### src/rtl/kfpga_config_loader.sv
// kfpga_config_loader
// Loads a kFPGA configuration bitstream from a 16-bit valid/ready stream
// into CHAINS parallel config segments that shift in lock-step. It clears
// the segments, shifts CHAIN_LENGTH payload words, then compares a trailer
// word against a 16-bit running sum of the shifted bits.
//
// Ports:
//   clock, nreset      : clock (rising edge), async active-low reset
//   start, abort       : begin a load / cancel a load in progress
//   s_data, s_valid,
//   s_ready            : configuration stream (valid/ready)
//   config_data        : one serial bit per segment
//   config_enable_out  : shift strobe shared by all segments
//   config_nreset_out  : active-low clear shared by all segments
//   busy, done, error  : load status
//   beat_count         : payload words accepted in the current load

// One config segment's data register: captures its stream bit on a shift.
module kfpga_config_lane (
  input  logic clock,
  input  logic nreset,
  input  logic load,
  input  logic din,
  output logic q
);
  always_ff @(posedge clock or negedge nreset) begin
    if (!nreset)   q <= 1'b0;
    else if (load) q <= din;
  end
endmodule

module kfpga_config_loader #(
  parameter int CHAINS       = 4,
  parameter int CHAIN_LENGTH = 8672,
  parameter int CLEAR_CYCLES = 4,
  localparam int BW          = $clog2(CHAIN_LENGTH + 1)
) (
  input  logic              clock,
  input  logic              nreset,
  input  logic              start,
  input  logic              abort,
  input  logic [15:0]       s_data,
  input  logic              s_valid,
  output logic              s_ready,
  output logic [CHAINS-1:0] config_data,
  output logic              config_enable_out,
  output logic              config_nreset_out,
  output logic              busy,
  output logic              done,
  output logic              error,
  output logic [BW-1:0]     beat_count
);
  localparam int CW = $clog2(CLEAR_CYCLES + 1);
  localparam logic [CW-1:0] CLR_LAST  = CW'(CLEAR_CYCLES);
  localparam logic [BW-1:0] BEAT_LAST = BW'(CHAIN_LENGTH - 1);
  // Selects the bits that actually reach the segments.
  localparam logic [15:0]   MASK      = 16'((32'd1 << CHAINS) - 32'd1);

  typedef enum logic [2:0] {
    S_IDLE, S_CLEAR, S_LOAD, S_CHECK, S_DONE, S_ERROR
  } state_t;

  state_t        state;
  logic [CW-1:0] clr_cnt;
  logic [15:0]   checksum;
  logic          in_busy;
  logic          accept;
  logic          shift_en;

  assign in_busy  = (state == S_CLEAR) || (state == S_LOAD) || (state == S_CHECK);
  // Ready is a state decode; abort blocks acceptance in the same cycle.
  assign s_ready  = ((state == S_LOAD) || (state == S_CHECK)) && !abort;
  assign accept   = s_valid && s_ready;
  assign shift_en = accept && (state == S_LOAD);

  kfpga_config_lane u_lane [CHAINS-1:0] (
    .clock  (clock),
    .nreset (nreset),
    .load   (shift_en),
    .din    (s_data[CHAINS-1:0]),
    .q      (config_data)
  );

  always_ff @(posedge clock or negedge nreset) begin
    if (!nreset) begin
      state             <= S_IDLE;
      clr_cnt           <= '0;
      checksum          <= '0;
      beat_count        <= '0;
      config_enable_out <= 1'b0;
      config_nreset_out <= 1'b1;
      busy              <= 1'b0;
      done              <= 1'b0;
      error             <= 1'b0;
    end else begin
      config_enable_out <= 1'b0;
      if (abort && in_busy) begin
        // beat_count is left alone so the abort point stays visible.
        state             <= S_IDLE;
        config_nreset_out <= 1'b1;
        busy              <= 1'b0;
        done              <= 1'b0;
        error             <= 1'b0;
      end else begin
        case (state)
          S_IDLE, S_DONE, S_ERROR: begin
            if (start && !abort) begin
              state      <= S_CLEAR;
              clr_cnt    <= '0;
              checksum   <= '0;
              beat_count <= '0;
              busy       <= 1'b1;
              done       <= 1'b0;
              error      <= 1'b0;
            end
          end
          S_CLEAR: begin
            // The first CLEAR_CYCLES edges drive the clear low; the next
            // one releases it and opens the stream.
            if (clr_cnt == CLR_LAST) begin
              config_nreset_out <= 1'b1;
              state             <= S_LOAD;
            end else begin
              config_nreset_out <= 1'b0;
              clr_cnt           <= clr_cnt + 1'b1;
            end
          end
          S_LOAD: begin
            if (accept) begin
              config_enable_out <= 1'b1;
              beat_count        <= beat_count + 1'b1;
              checksum          <= checksum + (s_data & MASK);
              if (beat_count == BEAT_LAST) state <= S_CHECK;
            end
          end
          S_CHECK: begin
            // Trailer word: compared only, never shifted.
            if (accept) begin
              busy <= 1'b0;
              if (s_data == checksum) begin
                done  <= 1'b1;
                state <= S_DONE;
              end else begin
                error <= 1'b1;
                state <= S_ERROR;
              end
            end
          end
          default: state <= S_IDLE;
        endcase
      end
    end
  end
endmodule

### config.mk
export PLATFORM = sky130hd
export DESIGN_NAME = kfpga_config_loader
export DESIGN_NICKNAME = d
export VERILOG_FILES = /design/src/rtl/kfpga_config_loader.sv
export SDC_FILE = /design/constraint.sdc
export NUM_CORES = 1
export LEC_CHECK = 0
export BUFFER_PORTS_ARGS = -buffer_cell sky130_fd_sc_hd__buf_4
export CAP_MARGIN = 10
export CORE_MARGIN = 3
export CORE_UTILIZATION = 45
export DETAILED_ROUTE_END_ITERATION = 12
export MAX_ROUTING_LAYER = met4
export PLACE_DENSITY = 0.69
export RECOVER_POWER = 100
export SYNTH_ARGS = -nofsm -noshare
export SYNTH_HDL_FRONTEND = slang
export SYNTH_SLANG_ARGS = --single-unit
### constraint.sdc
create_clock -name clock -period 2.2 [get_ports clock]
set_clock_uncertainty 0.15 [all_clocks]
set_input_delay 0.44 -clock clock [delete_from_list [all_inputs] [get_ports clock]]
set_output_delay 0.44 -clock clock [all_outputs]
set_load 0.05 [all_outputs]
==> metrics.yaml <==
setup_path:
  path_depth: 7
  cp_top_family: "simple AND/OR/NAND/NOR gates"
  reg2reg_slack_ps: 30
  cp-end-kind: "register"
  crit_buf_inv: 1
  r2r-start: "checksum[2]$_DFFE_PN0P_"
  cp_slowest_cell: "or4_4"
  crit_path_max_incr_delay_ps: 560
  timing.rr.end: "done$_DFFE_PN0P_"
  crit_chain: "ha_4, or4_4, nor4_4, nand4_1, buf_4, nor2b_2, o21a_1"
  crit_type: "reg2reg"
  required_ps: 2300
  start_kind: "register"
  cp.arrival_ps: 2270
  crit_fanout: 2
  rr_worst_depth: 7
place:
  gp_congestion: 0.889
  placed_cell_area_sq_um: 3180
  numPortBuffers: 44
  hpwl_microns: 4550
sta:
  slew_violations: 0
  post-route-period-util_pct: 98.5
  rsz0062_at_grt: "true"
  setup_viol: 0
  worst_slew_pin_slew_ps: 1150
  hold_viol: 0
  fin_crit_ps: 2170
  fmax_ghz: 0.462
  slew-limit-headroom_pct: 23.2
clocking:
  cts_hold_repair.buffers: 0
  cts_tree: "done"
  h-tree-depth: 2
  cts_buffers: 5
  cts_root_buffer: "clkbuf_8"
  cts_buffer_depth: 2
  cts.sinks: 45
  clk_latency_ps: 300
  clkTransAtPathRegs_ps: 80
final_layout:
  final_util_pct: 57.2
  n_antenna_cell: 0
  fillers: 548
  layout_commonest_cell: "dfrtp_1"
  layout_common_cells: "44 x dfrtp_1, 37 x buf_4, 27 x clkbuf_1"
  drive_above_1_share_pct: 20.6
  fin_nets: 368
  areaGrowthSynthToFinish_pct: 19.5
  fin_area_sq_um: 3240
die:
  core_sq_um: 5680
  fp.dieH_microns: 83.7
  die_area_sq_um: 7000
  die_w_microns: 83.7
  rows: 27
  pin_count: 45
  initial_core_util_pct: 47.8
route:
  wl_met1_microns: 2960
  drtIter0Drc: 112
  drt-wirelength-per-cell_microns: 15.2
  vias_per_cell: 5.55
  routed.top_layer: "met4"
  vias: 2280
  route.met3.wl_microns: 273
  wl_met2_microns: 2940
  wl_microns: 6240
  postRouteAntennaNets: 0
  drc: 0
  first_pass_iters: 4
grt:
  grt_pass1_wl_microns: 10700
  grt_overflow_total: 0
  antenna_found_initial: 0
  grt.total_usage_pct: 19.2
  grt_pass1_vias: 2208
  grt_max_degree: 46
synth:
  synth_area_per_cell_sq_um: 9.59
  ys_ff_latch: 45
  ys.flop_type: "dfrtp_1"
  async_flop_share_pct: 100
  syn_area_sq_um: 2720
  netlist_instances: 283
  seq_area_frac_synth_pct: 41.5
  synth_fp_nets: 312
  ys_warn_count: 0
  ys_types: 56
  synth_edf_count: 0
run:
  maxCapViolations: 0
pwr:
  p_total_mw: 2.75
  p_leak_nw: 1.42
  ir_drop_mv: 0.516
  power_density_nw_per_um2: 847
status:
  status: "finished clean"
min_path:
  min_path_type: "in2async"
[timing repair]
| action | in CTS | in global routing |
|---|---|---|
| pin swaps | 1 | 4 |
| resized for setup | 4 | 13 |
| setup endpoints to repair | 3 | 10 |
| endpoints found under the hold margin | 0 | 0 |
| buffers inserted | 1 | 1 |
[final cells by class]
| type | count | area [sq um] | area share, % |
|---|---|---|---|
| clock buffers | 7 | 86.3 | 2.66 |
| repair buffers | 65 | 385 | 11.9 |
| well taps | 72 | 90.1 | 2.78 |
| inverters | 17 | 63.8 | 1.97 |
| multi-input cells | 205 | 1490 | 46.0 |
| flip-flops and latches | 45 | 1130 | 34.7 |
[registers in the layout (all words and copies together), names as in the netlist]
register and flops:
checksum 16, config_enable_out 1, done 1, error 1, beat_count 14, config_nreset_out 1, clr_cnt 3, busy 1
u_lane.q 4, state 3
[through the flow]
| stage | cells | TNS (ps) | setup slack [ps] | hold WS, ps |
|---|---|---|---|---|
| after global routing | 411 | -180 | -50.7 | 247 |
| after floorplan | 283 | 0 | 16.1 | -5.59 |
| after detailed placement | 402 | -1650 | -301 | 323 |
| final | 411 | 0 | 33.7 | 187 |
| after global placement | 402 | -1150 | -187 | 316 |
| after CTS | 410 | 0 | 4.98 | 2.92 |
[synth_stat cells, types with 2 or more instances]
cell type | number | area (sq um)
buf_6 | 3 | 33.8
nand4_1 | 5 | 31.3
inv_1 | 17 | 63.8
o21ai_0 | 15 | 75.1
nand2b_1 | 3 | 18.8
or3_1 | 3 | 18.8
nor2b_1 | 4 | 25.0
a22o_1 | 2 | 17.5
mux2_2 | 3 | 33.8
nor2_1 | 26 | 97.6
a21o_1 | 2 | 15.0
a21oi_1 | 15 | 75.1
nor4b_1 | 3 | 26.3
o21a_1 | 3 | 22.5
nand2_1 | 23 | 86.3
clkbuf_1 | 5 | 18.8
buf_4 | 5 | 37.5
ha_1 | 7 | 87.6
nand3_1 | 11 | 55.1
a2111oi_2 | 2 | 30.0
nor4_1 | 10 | 62.6
buf_2 | 3 | 15.0
a211oi_1 | 2 | 15.0
nor3_1 | 4 | 20.0
xnor2_1 | 15 | 131
and4_1 | 4 | 35.0
mux2i_1 | 4 | 40.0
xor2_1 | 13 | 114
dfrtp_1 | 44 | 1100
[how the worst max path moves through the flow]
stage,to,slack [ps],startpoint
floorplan,checksum[6]$_DFFE_PN0P_,20,s_data[0]
finish,done$_DFFE_PN0P_,30,checksum[2]$_DFFE_PN0P_
global route,done$_DFFE_PN0P_,-50,checksum[2]$_DFFE_PN0P_
global placement,state[0]$_DFFE_PN0P_,-190,s_data[0]
CTS,done$_DFFE_PN0P_,5,checksum[0]$_DFFE_PN0P_
detailed placement,state[0]$_DFFE_PN0P_,-300,s_data[0]
[power by group]
part	leakage, nW	internal [mW]	switching [mW]
sequential	0.612	0.963	0.125
combinational	0.766	0.389	0.737
clock	0.0443	0.250	0.286
total	1.42	1.60	1.15
[layer usage]
metal	vias up	GRT usage, %
met5	-	-
met4	0	6.14
met3	7	3.06
met2	48	30.6
met1	1113	25.0
li1	1112	-
[worst register-to-register path: cells and delay by family (launching register included)]
kind	cells	cell delay, ps
adder cells (fa/ha/maj)	1	230
AND/OR/NAND/NOR	4	1000
buffers and inverters	1	210
flip-flops	1	420
AO/OA/AOI/OAI	1	110
[kinds of logic (layout without fill, tap and decap cells)]
group | after synthesis | count (layout) | synth area share, %
and+or+nand+nor | 108 | 108 | 22.8
xor gates and xnor gates | 28 | 28 | 9.03
adders and majority gates | 8 | 8 | 3.96
buffers and inverters | 33 | 89 | 6.22
AOI/OAI and AO/OA | 54 | 54 | 13.8
muxes | 7 | 7 | 2.72
DFF | 45 | 45 | 41.5
No activity file was read; power rests on OpenSTA's default activity.
